==> config.mk <==
export PLATFORM = sky130hd
export DESIGN_NAME = enemy_col_scheduler
export DESIGN_NICKNAME = d
export VERILOG_FILES = /design/src/rtl/game_pkg.sv /design/src/rtl/slot_mux.sv /design/src/rtl/enemy_col_scheduler.sv
export SDC_FILE = /design/constraint.sdc
export NUM_CORES = 1
export LEC_CHECK = 0
export CORE_ASPECT_RATIO = 0.9
export CORE_MARGIN = 4
export CORE_UTILIZATION = 39
export DETAILED_ROUTE_END_ITERATION = 8
export PLACE_DENSITY = 0.85
export SLEW_MARGIN = 0
export SYNTH_ARGS = -nofsm -noshare
export SYNTH_HDL_FRONTEND = slang
export SYNTH_HIERARCHICAL = 1
export SYNTH_SLANG_ARGS = --single-unit
==> constraint.sdc <==
create_clock -name sim_clk -period 2.35 [get_ports sim_clk]
set_clock_uncertainty 0.1 [all_clocks]
set_input_delay 0.47 -clock sim_clk [delete_from_list [all_inputs] [get_ports sim_clk]]
set_output_delay 0.47 -clock sim_clk [all_outputs]
set_load 0.01 [all_outputs]
==> src/rtl/game_pkg.sv <==
// Shared enemy/collision definitions and the scheduler state encoding.
package game_pkg;

    localparam int unsigned ENEMY_STATE_W = 32;

    // Packed enemy state field offsets: {x[9:0], y[9:0], spd[4:0], 5'b0, dir, 1'b0}
    localparam int unsigned X_LSB   = 22;
    localparam int unsigned Y_LSB   = 12;
    localparam int unsigned SPD_LSB = 7;
    localparam int unsigned DIR_BIT = 1;

    localparam int unsigned COL_LEFT  = 0;
    localparam int unsigned COL_UP    = 1;
    localparam int unsigned COL_RIGHT = 2;
    localparam int unsigned COL_DOWN  = 3;

    typedef enum logic [2:0] {
        StIdle,
        StSel,
        StIssue,
        StWait,
        StNext,
        StCommit
    } sched_state_t;

endpackage

==> src/rtl/slot_mux.sv <==
// Combinational N:1 selector of one packed enemy state by slot index.
module slot_mux
    import game_pkg::*;
#(
    parameter int unsigned N_ENEMY = 4,
    parameter int unsigned IDX_W   = 4
) (
    input  logic [ENEMY_STATE_W*N_ENEMY-1:0] i_state_vec,
    input  logic [IDX_W-1:0]                 i_idx,
    output logic [ENEMY_STATE_W-1:0]         o_state
);

    always_comb begin
        o_state = '0;
        for (int i = 0; i < int'(N_ENEMY); i++) begin
            if (i_idx == IDX_W'(i)) begin
                o_state = i_state_vec[i*ENEMY_STATE_W +: ENEMY_STATE_W];
            end
        end
    end

endmodule

==> src/rtl/enemy_col_scheduler.sv <==
// Shares one tile-collision checker among N_ENEMY enemies: sweeps the enabled slots on each
// frame tick and publishes every collision nibble at once alongside a one-cycle enemy_step.
module enemy_col_scheduler
    import game_pkg::*;
#(
    parameter int unsigned N_ENEMY = 4,
    parameter int unsigned IDX_W   = 4,
    parameter int unsigned TIMEOUT = 63
) (
    input  logic                             sim_clk,
    input  logic                             reset,
    input  logic                             frame_tick,
    input  logic [N_ENEMY-1:0]               slot_en,
    input  logic [ENEMY_STATE_W*N_ENEMY-1:0] enemy_state,
    output logic                             q_valid,
    input  logic                             q_ready,
    output logic [IDX_W-1:0]                 q_idx,
    output logic [ENEMY_STATE_W-1:0]         q_state,
    input  logic                             r_valid,
    input  logic [3:0]                       r_col,
    output logic [4*N_ENEMY-1:0]             enemy_col,
    output logic                             enemy_step,
    output logic                             busy,
    input  logic                             err_clr,
    output logic                             err_overrun,
    output logic                             err_timeout
);

    sched_state_t               r_state, w_state_nxt;
    logic [IDX_W-1:0]           r_idx;
    logic [7:0]                 r_wait_cnt;
    logic [4*N_ENEMY-1:0]       r_col_buf, r_enemy_col;
    logic [ENEMY_STATE_W-1:0]   r_q_state, w_sel_state;
    logic                       r_err_overrun, r_err_timeout;
    logic                       w_slot_en, w_last, w_timeout;
    logic                       w_buf_we, w_set_timeout;
    logic [3:0]                 w_buf_din;

    slot_mux #(
        .N_ENEMY (N_ENEMY),
        .IDX_W   (IDX_W)
    ) u_slot_mux (
        .i_state_vec (enemy_state),
        .i_idx       (r_idx),
        .o_state     (w_sel_state)
    );

    always_comb begin
        w_slot_en = 1'b0;
        for (int i = 0; i < int'(N_ENEMY); i++) begin
            if (r_idx == IDX_W'(i)) w_slot_en = slot_en[i];
        end
    end

    assign w_last    = (r_idx == IDX_W'(N_ENEMY - 1));
    assign w_timeout = (r_wait_cnt == 8'(TIMEOUT));

    always_comb begin
        w_state_nxt   = r_state;
        w_buf_we      = 1'b0;
        w_buf_din     = 4'b0;
        w_set_timeout = 1'b0;
        unique case (r_state)
            StIdle: if (frame_tick) w_state_nxt = StSel;
            StSel: begin
                if (w_slot_en) begin
                    w_state_nxt = StIssue;
                end else begin
                    w_state_nxt = StNext;
                    w_buf_we    = 1'b1;
                end
            end
            StIssue: if (q_ready) w_state_nxt = StWait;
            StWait: begin
                // A response arriving on the timeout cycle still counts.
                if (r_valid) begin
                    w_state_nxt = StNext;
                    w_buf_we    = 1'b1;
                    w_buf_din   = r_col;
                end else if (w_timeout) begin
                    w_state_nxt   = StNext;
                    w_buf_we      = 1'b1;
                    w_set_timeout = 1'b1;
                end
            end
            StNext:   w_state_nxt = w_last ? StCommit : StSel;
            StCommit: w_state_nxt = StIdle;
            default:  w_state_nxt = StIdle;
        endcase
    end

    always_ff @(posedge sim_clk or negedge reset) begin
        if (!reset) begin
            r_state       <= StIdle;
            r_idx         <= '0;
            r_wait_cnt    <= '0;
            r_col_buf     <= '0;
            r_enemy_col   <= '0;
            r_q_state     <= '0;
            r_err_overrun <= 1'b0;
            r_err_timeout <= 1'b0;
        end else begin
            r_state <= w_state_nxt;
            if (r_state == StIdle && frame_tick) r_idx <= '0;
            if (r_state == StNext && !w_last)    r_idx <= r_idx + IDX_W'(1);
            if (r_state == StSel && w_slot_en)   r_q_state <= w_sel_state;
            if (r_state == StIssue && q_ready) begin
                r_wait_cnt <= '0;
            end else if (r_state == StWait && r_wait_cnt != 8'hFF) begin
                r_wait_cnt <= r_wait_cnt + 8'd1;
            end
            for (int i = 0; i < int'(N_ENEMY); i++) begin
                if (w_buf_we && r_idx == IDX_W'(i)) r_col_buf[4*i +: 4] <= w_buf_din;
            end
            // Load on the edge entering COMMIT so enemy_col is already settled under enemy_step.
            if (r_state == StNext && w_last) r_enemy_col <= r_col_buf;
            r_err_overrun <= (r_err_overrun & ~err_clr) | (frame_tick & (r_state != StIdle));
            r_err_timeout <= (r_err_timeout & ~err_clr) | w_set_timeout;
        end
    end

    assign q_valid     = (r_state == StIssue);
    assign q_idx       = r_idx;
    assign q_state     = r_q_state;
    assign enemy_col   = r_enemy_col;
    assign enemy_step  = (r_state == StCommit);
    assign busy        = (r_state != StIdle);
    assign err_overrun = r_err_overrun;
    assign err_timeout = r_err_timeout;

endmodule

==> summary.md <==
| Metric | Value |
|---|---|
| Outcome | complete, but fails checks |
| Failing checks | negative hold slack |
| IR drop worst, VDD | roughly 600 µV |
| Vias | 3,955 |
| Post-synth top area share | 0.4426 |
| CP Cell Sequence | nor2_1 -> nand2_1 -> clkdlybuf4s50_1 |
| Slew HR | 0.6735 |
| Ys async rst share | 1.000 |
| Leakage | 2.983 nW |
| Core area | approximately 11,000 µm² |
| # fillers | 903 |
| Row count | 37 |
| GRT Util Overall | 0.2138 |
| Area Overhead vs Synth | 57.90% |
| Post-synth EDFFs | 0 |
| Die area | approximately 14,000 µm² |
| Share of the clock period used by the worst path | 0.9832 |
| Synth Warn # | 6 |
| Congestion Overflow GR | 0 |
| Buf+Inv Stages, Crit Path | 1 |
| H-tree depth | 3 |
| Final ANT Viol Nets | 0 |
| CTS buffer count | 9 |
| Largest net degree at the start of global routing | 47 |
| Post-synthesis cell area | roughly 4600 µm² |
| Die span in y | around 110 µm |
| DR pass1 iterations | 4 |
| Cts hold-fix bufs | 0 |
| Critical path launch point type | flop |
| RSZ-0062 raised after global routing | yes |
| Pwr Density | 1085 nW/µm² |
| Flops & latches, synth | between 80 and 90 |
| Synth Area per Inst | between 10 and 15 µm² |
| Ports | slightly below 200 |
| Fin. Hold Viols | 10 |
| Fin crit period | 2.311 ns |
| 1st-iter DRT viols | approximately 200 |
| Max Cap Viol | 0 |
| Final setup vio count | 0 |
| CTS tree | built |
| DP Wirelength | around 11,000 µm |
| Worst-skew pair later-pin latency | 0.34 ns |
| Synth unique cells | 41 |
| Synth area leader | dfrtp_1 |
| ANT cells | 0 |
| CP delay by family, top | buffers and inverters |
| Tot Pwr | ~0.0078 W |
| Crit path DAT | 1.74 ns |
| Longest individual stage delay on the worst path | ~0.5 ns |
| Final Max Tran Viols | 0 |
| Crit path kind | reg2out |
| Fin util | 0.6298 |
| Top_reg_cell synth | dfrtp_1 |
| Root buffer cell | clkbuf_16 |
| Avg Vias per Cell | 5.295 |
| Vias in the first global route | 4,127 |
| Initial Util | 0.3989 |
| CTS max path bufs | 2 |
| WHS | -0.009601 ns |
| Worst Max-Slew Pin Slew | 0.4898 ns |
| F_max | 432.8 MHz |
| DP Worst Slack | -0.2389 ns |
| CP max-delay cell | clkdlybuf4s50_1 |
| Element type at the critical path end | primary output |
| Critical Path RT | 1.78 ns |
| Post-synthesis cell count | between 300 and 400 |
| First-pass GRT wire length | 22,820 µm |
| Wire per inst | 20.24 µm |
| Ranking of synthesized cells by area | dfrtp_1 44%, mux2i_1 14%, mux2_4 9.8%, mux2_2 8.4%, o22ai_1 4.5% |
| Total Nets Final | about 730 |
| Width of the die | 122.2 µm |
| Sequential share of the synthesized area | 0.4426 |
| Post-route setup slack | 0.03943 ns |
| DRC Markers | 0 |
| PortBufs | 198 |
| Share of layout cells above drive strength 1 | 0.1963 |
| CP max FO | 10 |
| Worst min path class | in2async |
| Clock sink count | 81 |
| Routability cong. | between 0.8 and 0.9 |
| Clock-pin slew on the worst setup and hold paths | 0.07 ns |
| Final wirelength | 15,120 µm |
| Initial antenna violation count | 0 |
| Post-route insts no fill | 747 |
| Placed insts | 722 |
| Syn nets | 523 |
==> metal layers <==
metal	share of wire	GRT usage	vias up	routed length, µm
met1	0.40	0.2601	1913	6094
li1	-	-	1827	-
met5	0	0	-	0
met3	0.088	0.06327	34	1331
met2	0.48	0.3549	181	7184
met4	0.033	0.08060	0	505
==> cells in the final DEF, fill, tap and decap left out, types with 5 or more instances in the layout <==
cell type / instances
clkdlybuf4s50_1: 197
dfrtp_1: 78
mux2i_1: 65
mux2_2: 34
o22ai_1: 33
mux2_4: 30
buf_4: 18
nand2_1: 15
o21ai_0: 12
clkbuf_16: 11
inv_1: 9
nor2_1: 7
and3_1: 6
nor3_1: 6
a21oi_1: 5
==> kinds of logic (layout without fill, tap and decap cells) <==
family,count (synthesis),after routing,synth area share
multiplexers,129,129,0.3240
flip-flops,81,81,0.4426
AO/OA/AOI/OAI,69,69,0.1011
AND/OR/NAND/NOR,56,56,0.06585
buffers and inverters,34,249,0.04890
adder cells (fa/ha/maj),5,5,0.01366
XOR/XNOR,2,2,0.003826
==> cell usage after synthesis (4+ instances only) <==
master	number
mux2i_1	65
a21oi_1	5
buf_2	14
and3_1	6
dfrtp_1	81
nor2_1	7
a22o_1	4
mux2_4	30
nand3_1	4
inv_1	9
nor3b_1	4
nand2_1	15
buf_6	5
o21ai_0	14
ha_1	5
mux2_2	34
o22ai_1	33
nor3_1	6
or3_1	4
==> flip-flops by register name, summed over array words and instances, names as in the netlist <==
name / count
enemy_col: 16
err_overrun: 1
err_timeout: 1
q_idx: 4
q_state: 32
r_col_buf: 16
r_state: 3
r_wait_cnt: 8
==> final timing paths <==
path                               from  slack (ns)      endpoint  cells past startpoint
setup reg to reg               q_idx[1]        0.05   q_state[23]                      7
setup / recovery             r_state[1]        0.04          busy                      3
hold reg to reg            enemy_col[6]        0.41  enemy_col[6]                      1
min in group sim_clk       enemy_col[6]        0.41  enemy_col[6]                      1
max in group asynchronous         reset        1.50      q_idx[1]                      2
hold / removal                    reset       -0.01  enemy_col[0]                      1
==> stage by stage <==
step / hold slack, ns / TNS, ns / area, µm²
6_report: -0.009601 / 0 / 7231
5_1_grt: 0.02130 / -0.08983 / 7231
4_1_cts: 0.007321 / 0 / 7112
3_5_place_dp: 0.3666 / -7.324 / 6740
3_3_place_gp: 0.3554 / -5.690 / 6740
2_1_floorplan: 0.07441 / 0 / 4579
==> what timing repair did <==
item | CTS | global route
pin swaps | 0 | 2
cloned | 1 | 3
setup endpoints to repair | 3 | 41
setup buffers | 0 | 5
gates resized for setup | 3 | 6
==> where the power goes <==
part	total (W)	internal (W)	leakage (nW)	switching, W
sequential	0.00219	0.00184	1.05	0.000342
combinational	0.00413	0.00238	1.77	0.00175
clock	0.00153	0.000940	0.160	0.000590
==> final cells by class <==
class	count	area [µm²]	share of cell area
multi-input cells	261	2344	0.3241
repair buffers	224	2300	0.3180
flip-flops and latches	81	2033	0.2812
clock buffers	9	225.2	0.03115
well taps	156	195.2	0.02699
clock inverters	7	100.1	0.01384
inverters	9	33.78	0.004672
(Power assumes the default switching activity.)
